$ cat src/rtl/uart_rx_frame.sv
// UART frame receiver: 3-sample majority voting per bit at a programmable oversampling
// ratio; delivers a data byte or parity/stop error strobes once the stop bit ends.
module uart_rx_frame #(
    parameter int DATA_WIDTH = 8,
    parameter int PRESCALE_W = 6
) (
    input  logic                  clk,
    input  logic                  rst,
    input  logic                  RX_IN,
    input  logic [PRESCALE_W-1:0] Prescale,
    input  logic                  PAR_EN,
    input  logic                  PAR_TYP,
    output logic [DATA_WIDTH-1:0] P_DATA,
    output logic                  Data_Valid,
    output logic                  parity_error,
    output logic                  stop_error
);

    localparam int BIT_CNT_W = (DATA_WIDTH > 1) ? $clog2(DATA_WIDTH) : 1;
    localparam logic [BIT_CNT_W-1:0]  LAST_BIT = BIT_CNT_W'(DATA_WIDTH - 1);
    localparam logic [BIT_CNT_W-1:0]  BIT_ONE  = BIT_CNT_W'(1);
    localparam logic [PRESCALE_W-1:0] ONE      = PRESCALE_W'(1);

    typedef enum logic [2:0] {IDLE, START, DATA, PARITY, STOP} state_t;

    state_t                 state;
    state_t                 state_next;

    logic                   rx_meta;
    logic                   rx_s;
    logic [PRESCALE_W-1:0]  prescale_lat;
    logic [PRESCALE_W-1:0]  edge_cnt;
    logic [PRESCALE_W-1:0]  half;
    logic                   par_en_lat;
    logic                   par_typ_lat;
    logic [BIT_CNT_W-1:0]   bit_cnt;
    logic [2:0]             samples;
    logic [DATA_WIDTH-1:0]  shift_reg;
    logic                   par_fail;

    logic                   prescale_ok;
    logic                   bit_end;
    logic                   last_data;
    logic                   bit_val;

    logic                   frame_start;
    logic                   take_sample;
    logic                   shift_bit;
    logic                   check_parity;
    logic                   finish_frame;

    always_ff @(posedge clk) begin
        if (rst) begin
            rx_meta <= 1'b1;
            rx_s    <= 1'b1;
        end else begin
            rx_meta <= RX_IN;
            rx_s    <= rx_meta;
        end
    end

    assign prescale_ok = (Prescale == PRESCALE_W'(8)) ||
                         (Prescale == PRESCALE_W'(16)) ||
                         (Prescale == PRESCALE_W'(32));
    assign half      = prescale_lat >> 1;
    assign bit_end   = (edge_cnt == prescale_lat - ONE);
    assign last_data = (bit_cnt == LAST_BIT);
    assign bit_val   = (samples[0] & samples[1]) | (samples[0] & samples[2]) |
                       (samples[1] & samples[2]);

    always_ff @(posedge clk) begin
        if (rst) begin
            state <= IDLE;
        end else begin
            state <= state_next;
        end
    end

    always_comb begin
        state_next = state;
        case (state)
            IDLE:    if (!rx_s && prescale_ok) state_next = START;
            // A start bit that votes high was only a glitch on the line
            START:   if (bit_end) state_next = bit_val ? IDLE : DATA;
            DATA:    if (bit_end && last_data) state_next = par_en_lat ? PARITY : STOP;
            PARITY:  if (bit_end) state_next = STOP;
            STOP:    if (bit_end) state_next = IDLE;
            default: state_next = IDLE;
        endcase
    end

    always_comb begin
        frame_start  = (state == IDLE) && !rx_s && prescale_ok;
        take_sample  = (state != IDLE) &&
                       ((edge_cnt == half - ONE) || (edge_cnt == half) ||
                        (edge_cnt == half + ONE));
        shift_bit    = (state == DATA) && bit_end;
        check_parity = (state == PARITY) && bit_end;
        finish_frame = (state == STOP) && bit_end;
    end

    always_ff @(posedge clk) begin
        if (rst) begin
            prescale_lat <= PRESCALE_W'(8);
            par_en_lat   <= 1'b0;
            par_typ_lat  <= 1'b0;
            edge_cnt     <= '0;
            bit_cnt      <= '0;
            samples      <= '1;
            shift_reg    <= '0;
            par_fail     <= 1'b0;
            P_DATA       <= '0;
            Data_Valid   <= 1'b0;
            parity_error <= 1'b0;
            stop_error   <= 1'b0;
        end else begin
            Data_Valid   <= 1'b0;
            parity_error <= 1'b0;
            stop_error   <= 1'b0;

            // The detecting cycle counts as tick 0 of the start bit
            if (frame_start) begin
                prescale_lat <= Prescale;
                par_en_lat   <= PAR_EN;
                par_typ_lat  <= PAR_TYP;
                edge_cnt     <= ONE;
                bit_cnt      <= '0;
                par_fail     <= 1'b0;
            end else if (state == IDLE) begin
                edge_cnt <= '0;
            end else begin
                edge_cnt <= bit_end ? '0 : edge_cnt + ONE;
            end

            if (take_sample) begin
                samples <= {samples[1:0], rx_s};
            end

            if (shift_bit) begin
                shift_reg <= {bit_val, shift_reg[DATA_WIDTH-1:1]};
                bit_cnt   <= last_data ? '0 : bit_cnt + BIT_ONE;
            end

            if (check_parity) begin
                par_fail <= (bit_val != ((^shift_reg) ^ par_typ_lat));
            end

            if (finish_frame) begin
                if (!par_fail && bit_val) begin
                    P_DATA     <= shift_reg;
                    Data_Valid <= 1'b1;
                end else begin
                    parity_error <= par_fail;
                    stop_error   <= !bit_val;
                end
            end
        end
    end

endmodule
$ cat config.mk
export PLATFORM = sky130hd
export DESIGN_NAME = uart_rx_frame
export DESIGN_NICKNAME = d
export VERILOG_FILES = /design/src/rtl/uart_rx_frame.sv
export SDC_FILE = /design/constraint.sdc
export NUM_CORES = 1
export LEC_CHECK = 0
export BUFFER_PORTS_ARGS = -buffer_cell sky130_fd_sc_hd__buf_4
export CORE_MARGIN = 5
export CORE_UTILIZATION = 45
export DETAILED_ROUTE_END_ITERATION = 10
export PLACE_DENSITY_LB_ADDON = 0.25
export SKIP_CTS_REPAIR_TIMING = 1
export SLEW_MARGIN = 0
export SYNTH_ARGS = -nofsm -noshare
export SYNTH_HDL_FRONTEND = slang
export SYNTH_SLANG_ARGS = --single-unit
$ cat constraint.sdc
create_clock -name clk -period 4.4 [get_ports clk]
set_clock_uncertainty 0.1 [all_clocks]
set_input_delay 0.44 -clock clk [delete_from_list [all_inputs] [get_ports clk]]
set_output_delay 0.44 -clock clk [all_outputs]
set_load 0.02 [all_outputs]
==> run_results.csv <==
group,metric,value,unit
worst_setup_path,path_class,"register to register",
min_path,hold_start,"RX_IN",
die,die_x,81.9,um
power_and_ir_drop,combPwrFrac,2.5,%
finish,antenna_cells,0,
logic_synthesis,synth.largest_area_cell,"dfxtp_1",
timing,min_period,2.89,ns
route,wire_per_inst,12.9,um
die,ios,22,
logic_synthesis,synth-edff-count,0,
power_and_ir_drop,power_density,282,nW/um^2
power_and_ir_drop,seqPwrFrac,54.9,%
logic_synthesis,synth_top_area_share,38.7,%
route,drc,0,
finish,instances_no_fill,343,
worst_setup_path,startpoint_type,"register",
global_routing,overflow,0,
clock_network,clockBufferDepth,2,
worst_setup_path,worstPathRequired,4.49,ns
clock_network,clk_pin_slew,0.09,ns
timing,finalCritPeriodShare,65.6,%
logic_synthesis,post-synth-top-count-cell,"dfxtp_1",
logic_synthesis,yosys.cell_types.count,42,
global_routing,grt_pass1_vias,1670,
logic_synthesis,synthTopCellsByArea,"dfxtp_1, mux2i_1, xnor2_1",
worst_setup_path,crit_arrival,2.97,ns
logic_synthesis,synthCells,255,
global_routing,grt.total_usage,15.0,%
die,rows,26,
die,coreArea,5070,um^2
power_and_ir_drop,clkPwrFrac,42.6,%
worst_setup_path,end_kind,"register",
worst_setup_path,cp_cell_sequence,"inv_1 > ha_1 > a21boi_0 > xnor2_1 > nand4b_2 > nor3_2 > mux2i_1 > nor2_1",
clock_network,cts_tree,"built",
finish,final_nets,290,
worst_setup_path,slowest_delay,0.87,ns
logic_synthesis,yosys_warnings,0,
clock_network,root_buffer,"clkbuf_8",
worst_setup_path,critPathTopFamily,"simple AND/OR/NAND/NOR gates",
global_routing,grt_pass1_wl,7.74,mm
timing,slew_violations,0,
clock_network,cts.sinks,45,
logic_synthesis,syn_area_per_cell,9.13,um^2
timing,setup_viol,0,
worst_setup_path,crit_path_top_delay_cell,"nor3_2",
worst_setup_path,cp-startpoint,"prescale_lat[2]",
logic_synthesis,netlist_area,2330,um^2
timing,slew_headroom,30.2,%
clock_network,htree_levels,2,
global_routing,grt_max_degree,40,
power_and_ir_drop,ir_drop,0.213,mV
timing,worst_slack,1.51,ns
run,maxCapViolCount,0,
global_routing,antenna_found_initial,0,
die,dieArea,6710,um^2
placement,dp_cells,335,
die,die_y,81.9,um
timing,rsz0062_at_grt,"no",
logic_synthesis,synth-async-reset-ratio,0,%
die,initial_core_util,45.9,%
placement,pre_cts_slack,1.56,ns
worst_setup_path,crit_fanout,14,
route,ant_nets,0,
status,outcome,"finished, final reports clean",
finish,area_growth,13.4,%
timing,hold_violations,0,
power_and_ir_drop,intPower,0.000587,W
clock_network,clkLatencyLatePin,0.30,ns
timing,holdWs,0.218,ns
timing,fmax,347,MHz
route,dr.pass1.iters,4,
logic_synthesis,ys_seq_area_share,38.7,%
clock_network,cts_made_buffers,5,
finish,drive_above_1_share,15.4,%
timing,worst_pin_slew,1.04,ns
placement,finalWeightedCongestion,0.853,
worst_setup_path,r2r-start,"prescale_lat[2]",
logic_synthesis,synth_flop_cell,"dfxtp_1",
power_and_ir_drop,switching_power,0.000158,W
route,first_iter_violations,114,
power_and_ir_drop,switching_share,21.2,%
min_path,hp-class,"input pin to register",
finish,fillers,516,
route,vias_per_cell,5.20,
power_and_ir_drop,p_total,0.000745,W
timing,fin_tns_setup,0,ns
placement,io_buffers,21,
route,routed_wl,4.43,mm
logic_synthesis,synth_common_cells,"dfxtp_1, nor2_1, mux2i_1, xnor2_1, xor2_1",
logic_synthesis,yosys_register_bits,45,
logic_synthesis,synth_fp_nets,273,
power_and_ir_drop,leakagePower,1.02,nW
route,dr_total_vias,1784,
placement,dp_hpwl,3.12,mm
worst_setup_path,crit_buf_inv,1,
-- power groups by stage --
| stage | clock network (W) | registers (W) | logic (W) |
|---|---|---|---|
| floorplan | 0 | 0.000418 | 0.00000943 |
| global placement | 0 | 0.000419 | 0.0000184 |
| detailed placement | 0 | 0.000419 | 0.0000187 |
| CTS | 0.000329 | 0.000409 | 0.0000187 |
| global route | 0.000346 | 0.000409 | 0.0000206 |
| finish | 0.000318 | 0.000409 | 0.0000184 |
-- path summary, 6_finish.rpt --
check / end / slack (ns) / cells after the start
max reg2reg: shift_reg[2] / 1.51 / 8
min: rx_meta / 0.22 / 2
max: shift_reg[2] / 1.51 / 8
min reg2reg: rx_s / 0.32 / 1
-- cell usage in the layout, fill, tap and decap left out, types with 7 or more instances in the layout --
master and n:
a21oi_1 8, buf_4 22, dfxtp_1 45, ha_1 7, mux2i_1 23, nand2_1 11
nand3_1 8, nor2_1 41, xnor2_1 18, xor2_1 13
-- cell type report --
class	count	area, um^2	area share (%)
multi-input cells	192	1350	51.2
flip-flops and latches	45	901	34.1
repair buffers	22	165	6.26
well taps	70	87.6	3.32
clock buffers	5	68.8	2.61
clock inverters	3	43.8	1.66
inverters	6	22.5	0.853
-- layer usage --
layer	GRT usage (%)	wire length, um	vias up
met3	4.28	176	7
li1	-	-	913
met1	19.9	2240	831
met4	5.48	76	0
met5	0	0	-
met2	23.2	1930	33
-- worst reg2reg max path, delay by kind of cell, from the launching register on --
kind,cells,cell delay [ns]
simple gates,3,1.12
flops,1,0.55
fa+ha+maj,1,0.27
mux,1,0.27
xor+xnor,1,0.18
compound gates,1,0.16
buf+inv,1,0.13
-- cell families after synthesis --
| family | share of synthesized area, % |
|---|---|
| xor+xnor | 11.7 |
| mux | 10.9 |
| flops | 38.7 |
| compound gates | 8.01 |
| simple gates | 23.1 |
| fa+ha+maj | 4.19 |
| buf+inv | 3.49 |
-- stage by stage --
| stage | area, um^2 | util (%) |
|---|---|---|
| floorplan | 2330 | - |
| global placement | 2530 | 49.8 |
| detailed placement | 2530 | 49.8 |
| CTS | 2640 | 52.0 |
| global route | 2640 | 52.0 |
| finish | 2640 | 52.0 |
Note: power is estimated with default switching activity, not from simulation.
